File: src/rtl/mem_wb_stage.sv
// MEM/WB pipeline register with load alignment and HI/LO/CP0 architectural state; drives the register-file write port.
// Latency: one falling edge from ME to WB; HI/LO/CP0 writes land on the falling edge that ends WB.
// Backpressure: none, so the stage advances every cycle and squashed instructions arrive with zeroed enables.
module mem_wb_stage #(
    parameter int CP0_STATUS_IDX = 12,
    parameter int CP0_CAUSE_IDX  = 13,
    parameter int CP0_EPC_IDX    = 14
) (
    input  logic        clk,
    input  logic        rst,
    input  logic        RegWr_me,
    input  logic [4:0]  Rw_me,
    input  logic [5:0]  op_me,
    input  logic [5:0]  func_me,
    input  logic [4:0]  Rs_me,
    input  logic [4:0]  Rd_me,
    input  logic [31:0] Result_me,
    input  logic [31:0] Result_next_me,
    input  logic [31:0] Dout_me,
    input  logic        Hi_wr_me,
    input  logic        Lo_wr_me,
    input  logic        Hi_Lo_wr_me,
    input  logic        CPR_wr_me,
    output logic        RegWr_wb,
    output logic [4:0]  Rw_wb,
    output logic [31:0] busW_wb,
    output logic [31:0] Hi_out,
    output logic [31:0] Lo_out,
    output logic [31:0] status_out,
    output logic [31:0] cause_out,
    output logic [31:0] epc_out
);

    localparam logic [4:0] STATUS_IDX = 5'(CP0_STATUS_IDX);
    localparam logic [4:0] CAUSE_IDX  = 5'(CP0_CAUSE_IDX);
    localparam logic [4:0] EPC_IDX    = 5'(CP0_EPC_IDX);

    localparam logic [5:0] OP_SPECIAL = 6'b000000;
    localparam logic [5:0] OP_COP0    = 6'b010000;
    localparam logic [5:0] OP_LB      = 6'b100000;
    localparam logic [5:0] OP_LW      = 6'b100011;
    localparam logic [5:0] OP_LBU     = 6'b100100;
    localparam logic [5:0] FN_MFHI    = 6'b010000;
    localparam logic [5:0] FN_MFLO    = 6'b010010;

    logic        regwr_q;
    logic [4:0]  rw_q;
    logic [5:0]  op_q;
    logic [5:0]  func_q;
    logic [4:0]  rs_q;
    logic [4:0]  rd_q;
    logic [31:0] result_q;
    logic [31:0] result_next_q;
    logic [31:0] dout_q;
    logic        hi_wr_q;
    logic        lo_wr_q;
    logic        hi_lo_wr_q;
    logic        cpr_wr_q;
    logic [1:0]  addr_lo_q;

    logic [31:0] hi_q;
    logic [31:0] lo_q;
    logic [31:0] status_q;
    logic [31:0] cause_q;
    logic [31:0] epc_q;

    logic [7:0]  load_byte;
    logic [31:0] cp0_rd_dat;
    logic [31:0] busw;

    // Architectural writes use the WB-registered enables, so they commit as the writer leaves WB.
    always_ff @(negedge clk) begin
        if (rst) begin
            regwr_q       <= 1'b0;
            rw_q          <= 5'd0;
            op_q          <= 6'd0;
            func_q        <= 6'd0;
            rs_q          <= 5'd0;
            rd_q          <= 5'd0;
            result_q      <= 32'd0;
            result_next_q <= 32'd0;
            dout_q        <= 32'd0;
            hi_wr_q       <= 1'b0;
            lo_wr_q       <= 1'b0;
            hi_lo_wr_q    <= 1'b0;
            cpr_wr_q      <= 1'b0;
            addr_lo_q     <= 2'd0;
            hi_q          <= 32'd0;
            lo_q          <= 32'd0;
            status_q      <= 32'd0;
            cause_q       <= 32'd0;
            epc_q         <= 32'd0;
        end else begin
            regwr_q       <= RegWr_me;
            rw_q          <= Rw_me;
            op_q          <= op_me;
            func_q        <= func_me;
            rs_q          <= Rs_me;
            rd_q          <= Rd_me;
            result_q      <= Result_me;
            result_next_q <= Result_next_me;
            dout_q        <= Dout_me;
            hi_wr_q       <= Hi_wr_me;
            lo_wr_q       <= Lo_wr_me;
            hi_lo_wr_q    <= Hi_Lo_wr_me;
            cpr_wr_q      <= CPR_wr_me;
            addr_lo_q     <= Result_me[1:0];

            if (hi_lo_wr_q) begin
                hi_q <= result_next_q;
                lo_q <= result_q;
            end else begin
                if (hi_wr_q) hi_q <= result_q;
                if (lo_wr_q) lo_q <= result_q;
            end

            if (cpr_wr_q) begin
                case (rd_q)
                    STATUS_IDX: status_q <= result_q;
                    CAUSE_IDX:  cause_q  <= result_q;
                    EPC_IDX:    epc_q    <= result_q;
                    default:    ;
                endcase
            end
        end
    end

    always_comb begin
        load_byte = 8'd0;
        case (addr_lo_q)
            2'd0: load_byte = dout_q[7:0];
            2'd1: load_byte = dout_q[15:8];
            2'd2: load_byte = dout_q[23:16];
            2'd3: load_byte = dout_q[31:24];
            default: load_byte = 8'd0;
        endcase
    end

    always_comb begin
        cp0_rd_dat = 32'd0;
        case (rd_q)
            STATUS_IDX: cp0_rd_dat = status_q;
            CAUSE_IDX:  cp0_rd_dat = cause_q;
            EPC_IDX:    cp0_rd_dat = epc_q;
            default:    cp0_rd_dat = 32'd0;
        endcase
    end

    always_comb begin
        busw = result_q;
        if (op_q == OP_LW)
            busw = dout_q;
        else if (op_q == OP_LB)
            busw = {{24{load_byte[7]}}, load_byte};
        else if (op_q == OP_LBU)
            busw = {24'd0, load_byte};
        else if (op_q == OP_SPECIAL && func_q == FN_MFHI)
            busw = hi_q;
        else if (op_q == OP_SPECIAL && func_q == FN_MFLO)
            busw = lo_q;
        else if (op_q == OP_COP0 && rs_q == 5'd0)
            busw = cp0_rd_dat;
    end

    assign RegWr_wb   = regwr_q & (rw_q != 5'd0);
    assign Rw_wb      = rw_q;
    assign busW_wb    = busw;
    assign Hi_out     = hi_q;
    assign Lo_out     = lo_q;
    assign status_out = status_q;
    assign cause_out  = cause_q;
    assign epc_out    = epc_q;

endmodule

File: config.mk
export PLATFORM = sky130hd
export DESIGN_NAME = mem_wb_stage
export DESIGN_NICKNAME = d
export VERILOG_FILES = /design/src/rtl/mem_wb_stage.sv
export SDC_FILE = /design/constraint.sdc
export NUM_CORES = 1
export LEC_CHECK = 0
export CAP_MARGIN = 20
export CORE_MARGIN = 2
export CORE_UTILIZATION = 60
export DETAILED_ROUTE_END_ITERATION = 8
export DONT_BUFFER_PORTS = 1
export MAX_ROUTING_LAYER = met4
export PLACE_DENSITY = 0.83
export SYNTH_ARGS = -nofsm -noshare
export SYNTH_HDL_FRONTEND = slang
export SYNTH_SLANG_ARGS = --single-unit
File: constraint.sdc
create_clock -name clk -period 4.2 [get_ports clk]
set_input_delay 0.21 -clock clk [delete_from_list [all_inputs] [get_ports clk]]
set_output_delay 0.21 -clock clk [all_outputs]
set_load 0.005 [all_outputs]
# Word-level counts from Yosys, hierarchy flattened
# Cells that the tools add are included.
# totals
reg_bits,290
latch_bits,0
ramBits,0
rom_bits,0
inputBits,130
output_inout_bits,198
word_cells,56
memories,0
# op_classes
n_addsub,0
multipliers,0
div,0
magnitude_cmp,0
eq_ne,12
shifts,0
mux,12
n_bitwise,1
reduce_logical,12
# op_table
op,n
$mux W32,10
$pmux W32 S3,1
$pmux W8 S4,1
$eq A6 B5 Y1 const B,3
$eq A6 B6 Y1 const B,3
$eq A5 B4 Y1 const B,3
$logic_not A6 Y1,1
$reduce_and A2 Y1,3
$logic_not A5 Y1,1
$reduce_bool A5 Y1,1
$eq A2 B2 Y1 const B,2
$reduce_bool A2 Y1,2
$logic_and A1 B1 Y1,3
$eq A2 B1 Y1 const B,1
$logic_not A2 Y1,1
$and A1 B1 Y1,1

# Depth between registers and ports, before layout
# depth
depth_word,8
ltp_mapped,8
mapped_depth_nobuf,5

==> reports/results.ini <==
[yosys]
synth.most_common_cell = dfxtp_1
synthDistinctLibCells = 50
synth_common_cells = dfxtp_1, nand2_1, a21oi_1
synth-edff-count = 0
ys_ff_latch = 288
syn_inst = 1361
synth.largest_area_cell = dfxtp_1
syn-num-nets = 1491
seq_area_frac_synth_pct = 48.6
ys.flop_type = dfxtp_1
ys_top_cells_by_area = dfxtp_1, nand2_1, a21oi_1, nor2b_1, mux2i_1
syn_avg_cell_area_um2 = 8.72
syn_area_mm2 = 0.0119
synthArstFlopShare_pct = 0
synth_top_area_share_pct = 48.6
ys_warn_count = 0

[finish]
multiInputGateArea_mm2 = 0.00603
n_fill_cell = 1255
syn_to_final_growth_pct = 25.5
finalNetCount = 1746
final-seq-area_mm2 = 0.00578
layout-drive-gt1-share_pct = 12.7
fin_util_pct = 76.5

[floorplan]
die_y_um = 145
core_area_mm2 = 0.0195
dieArea_mm2 = 0.0209
die_x_um = 145
placementRows = 51
pin_count = 328
start_util_pct = 61.0

[clock_network]
cts_hold_buffers = 0
clkLatencyLatePin_ns = 0.64
root_buffer = clkbuf_16
cts_inserted_buffers = 30
path_clk_slew_ns = 0.04
cts.sinks = 288
cts_tree = built
htreeDepth = 1
clockBufferDepth = 3

[detailed_routing]
via_count = 11600
drt_iter0_markers = 1221
viasPerCell = 6.06
avgRoutedWirePerCell_um = 22.0
post-route-drc-count = 0
drt-pass1-iter-count = 8
drt.antenna.violating_nets = 0
wl_um = 42100

[setup_path]
crit_end = busW_wb[6]
worstSetupStartpoint = rs_q[3]$_SDFF_NP0_
r2r_end = epc_out[14]$_SDFFE_NP0P_
rr_worst_depth = 7
critical_path_class = register to primary output
cp-end-kind = primary output
timing.reg2reg.setup_slack_ns = 1.72
worst-path-max-fanout = 5
critical-path-max-stage-delay_ns = 0.36
crit_arrival_ns = 4.43
cp.required_ns = 3.99
path_cells = nor4b_4 > a22oi_2 > nand3b_4 > a2111oi_4 > o22a_1
slowest_stage = nor4b_4
worstSetupStartpointType = register
r2r_start = rd_q[4]$_SDFF_NP0_

[sta]
slew_headroom_pct = 31.6
tns_ns = -12.09
tightest_slew_ns = 1.02
setup_ws_ns = -0.442
setup_viol = 32
finalMaxSlewViolations = 0
hold_viol = 0
rsz0062_at_grt = yes
fin_worst_skew_ns = 0.0377

[global_route]
grt_max_degree = 289
grt_use_total_pct = 38.4
grt_pass1_vias = 11300
gr-total-overflow = 0
grt_pass1_wl_um = 59400
antenna_found_initial = 7

[place]
gp_congestion = 0.887
port_buffers = 0
dp_hpwl_um = 25300

[power_and_ir_drop]
p_leak_nw = 6.58
p_per_area_mw_per_mm2 = 499
worst_ir_drop_vdd_uv = 598

[outcome]
status = complete, but fails checks
violations = setup timing

[worst_hold_path]
min_path_type = register to register
hold_start = result_next_q[31]$_SDFF_NP0_

[job]
maxCapViolations = 0

[state kept, by name (all words and copies together) (netlist names)]
register,flops
Hi_out,32
Lo_out,32
Rw_wb,5
cause_out,32
cpr_wr_q,1
dout_q,32
epc_out,32
func_q,6
hi_lo_wr_q,1
hi_wr_q,1
lo_wr_q,1
op_q,6
rd_q,5
regwr_q,1
result_next_q,32
result_q,32
rs_q,5
status_out,32
[layout make-up]
type,instances,share of cell area [%]
Timing Repair Buffer,47,3.62
Antenna cell,7,0.118
Inverter,16,0.403
Clock buffer,31,5.21
Multi-Input combinational cell,945,40.5
Tap cell,265,2.23
Sequential cell,288,38.8
Clock inverter,312,9.13
[power by group]
group          internal (mW)  total [mW]  switching [mW]
logic                  0.200       0.426           0.226
clock network           2.07        4.03            1.96
registers               2.85        2.97           0.123
total                   5.12        7.43            2.31
[layout by cell type, fill, tap and decap left out, types with 7 or more instances in the layout]
cell type	instances
clkbuf_16	34
nand2_1	264
dfxtp_2	11
mux2_2	27
inv_1	311
buf_4	30
mux4_2	8
diode_2	7
nor2_1	74
a21oi_1	188
o2bb2ai_1	20
buf_12	8
nor2b_1	142
a211o_1	13
o21ai_0	40
o21ai_1	15
o221a_4	19
mux2i_1	57
dfxtp_1	276
[routing by layer]
layer	GRT usage (%)	part of all wire, %	routed length (µm)	up-vias
li1	-	-	-	5131
met1	41.4	34	14300	5340
met2	58.8	47	19800	928
met3	15.7	14	5680	188
met4	24.5	5.4	2260	0
met5	-	0	0	-
[metrics by stage]
step | setup WS [ns] | std cells | hold slack [ns] | instance area, µm² | power, mW
floorplan | 0.333 | 1361 | 0.431 | 11900 | 3.66
global placement | 0.0430 | 1550 | 0.439 | 12100 | 3.75
detailed placement | -0.00511 | 1550 | 0.449 | 12100 | 3.76
CTS | -0.360 | 1898 | 0.452 | 14600 | 7.41
global route | -0.488 | 1911 | 0.478 | 14900 | 7.80
finish | -0.442 | 1911 | 0.454 | 14900 | 7.43
[timing repair]
action | 4_1_cts | 5_1_grt
buffers inserted | 4 | 2
cloned | 2 | 3
endpoints found under the hold margin | 0 | 0
setup endpoints to repair | 32 | 32
pin swaps | 31 | 14
gates resized for setup | 61 | 27
[kinds of logic (layout without fill, tap and decap cells)]
group,count (synthesis),in the layout,synth area share (%)
AOI/OAI and AO/OA,337,337,17.4
buffers and inverters,129,406,4.54
DFF,288,288,48.6
muxes,93,93,8.97
other,0,7,0
and+or+nand+nor,514,515,20.6
[critical path: cells and delay by family, from the launching register on]
kind	cells	cell delay, ns
compound gates	3	0.75
simple gates	2	0.64
flops	1	0.32
[worst min-delay path by stage]
stage | slack (ns) | endpoint | cells after the start
2_1_floorplan | 0.43 | Hi_out[30]$_SDFFE_NP0P_ | 2
3_3_place_gp | 0.44 | Hi_out[25]$_SDFFE_NP0P_ | 2
3_5_place_dp | 0.45 | Hi_out[31]$_SDFFE_NP0P_ | 2
4_1_cts | 0.45 | Hi_out[15]$_SDFFE_NP0P_ | 2
5_1_grt | 0.48 | Hi_out[14]$_SDFFE_NP0P_ | 2
6_report | 0.45 | Hi_out[31]$_SDFFE_NP0P_ | 2
(Power assumes the default switching activity.)
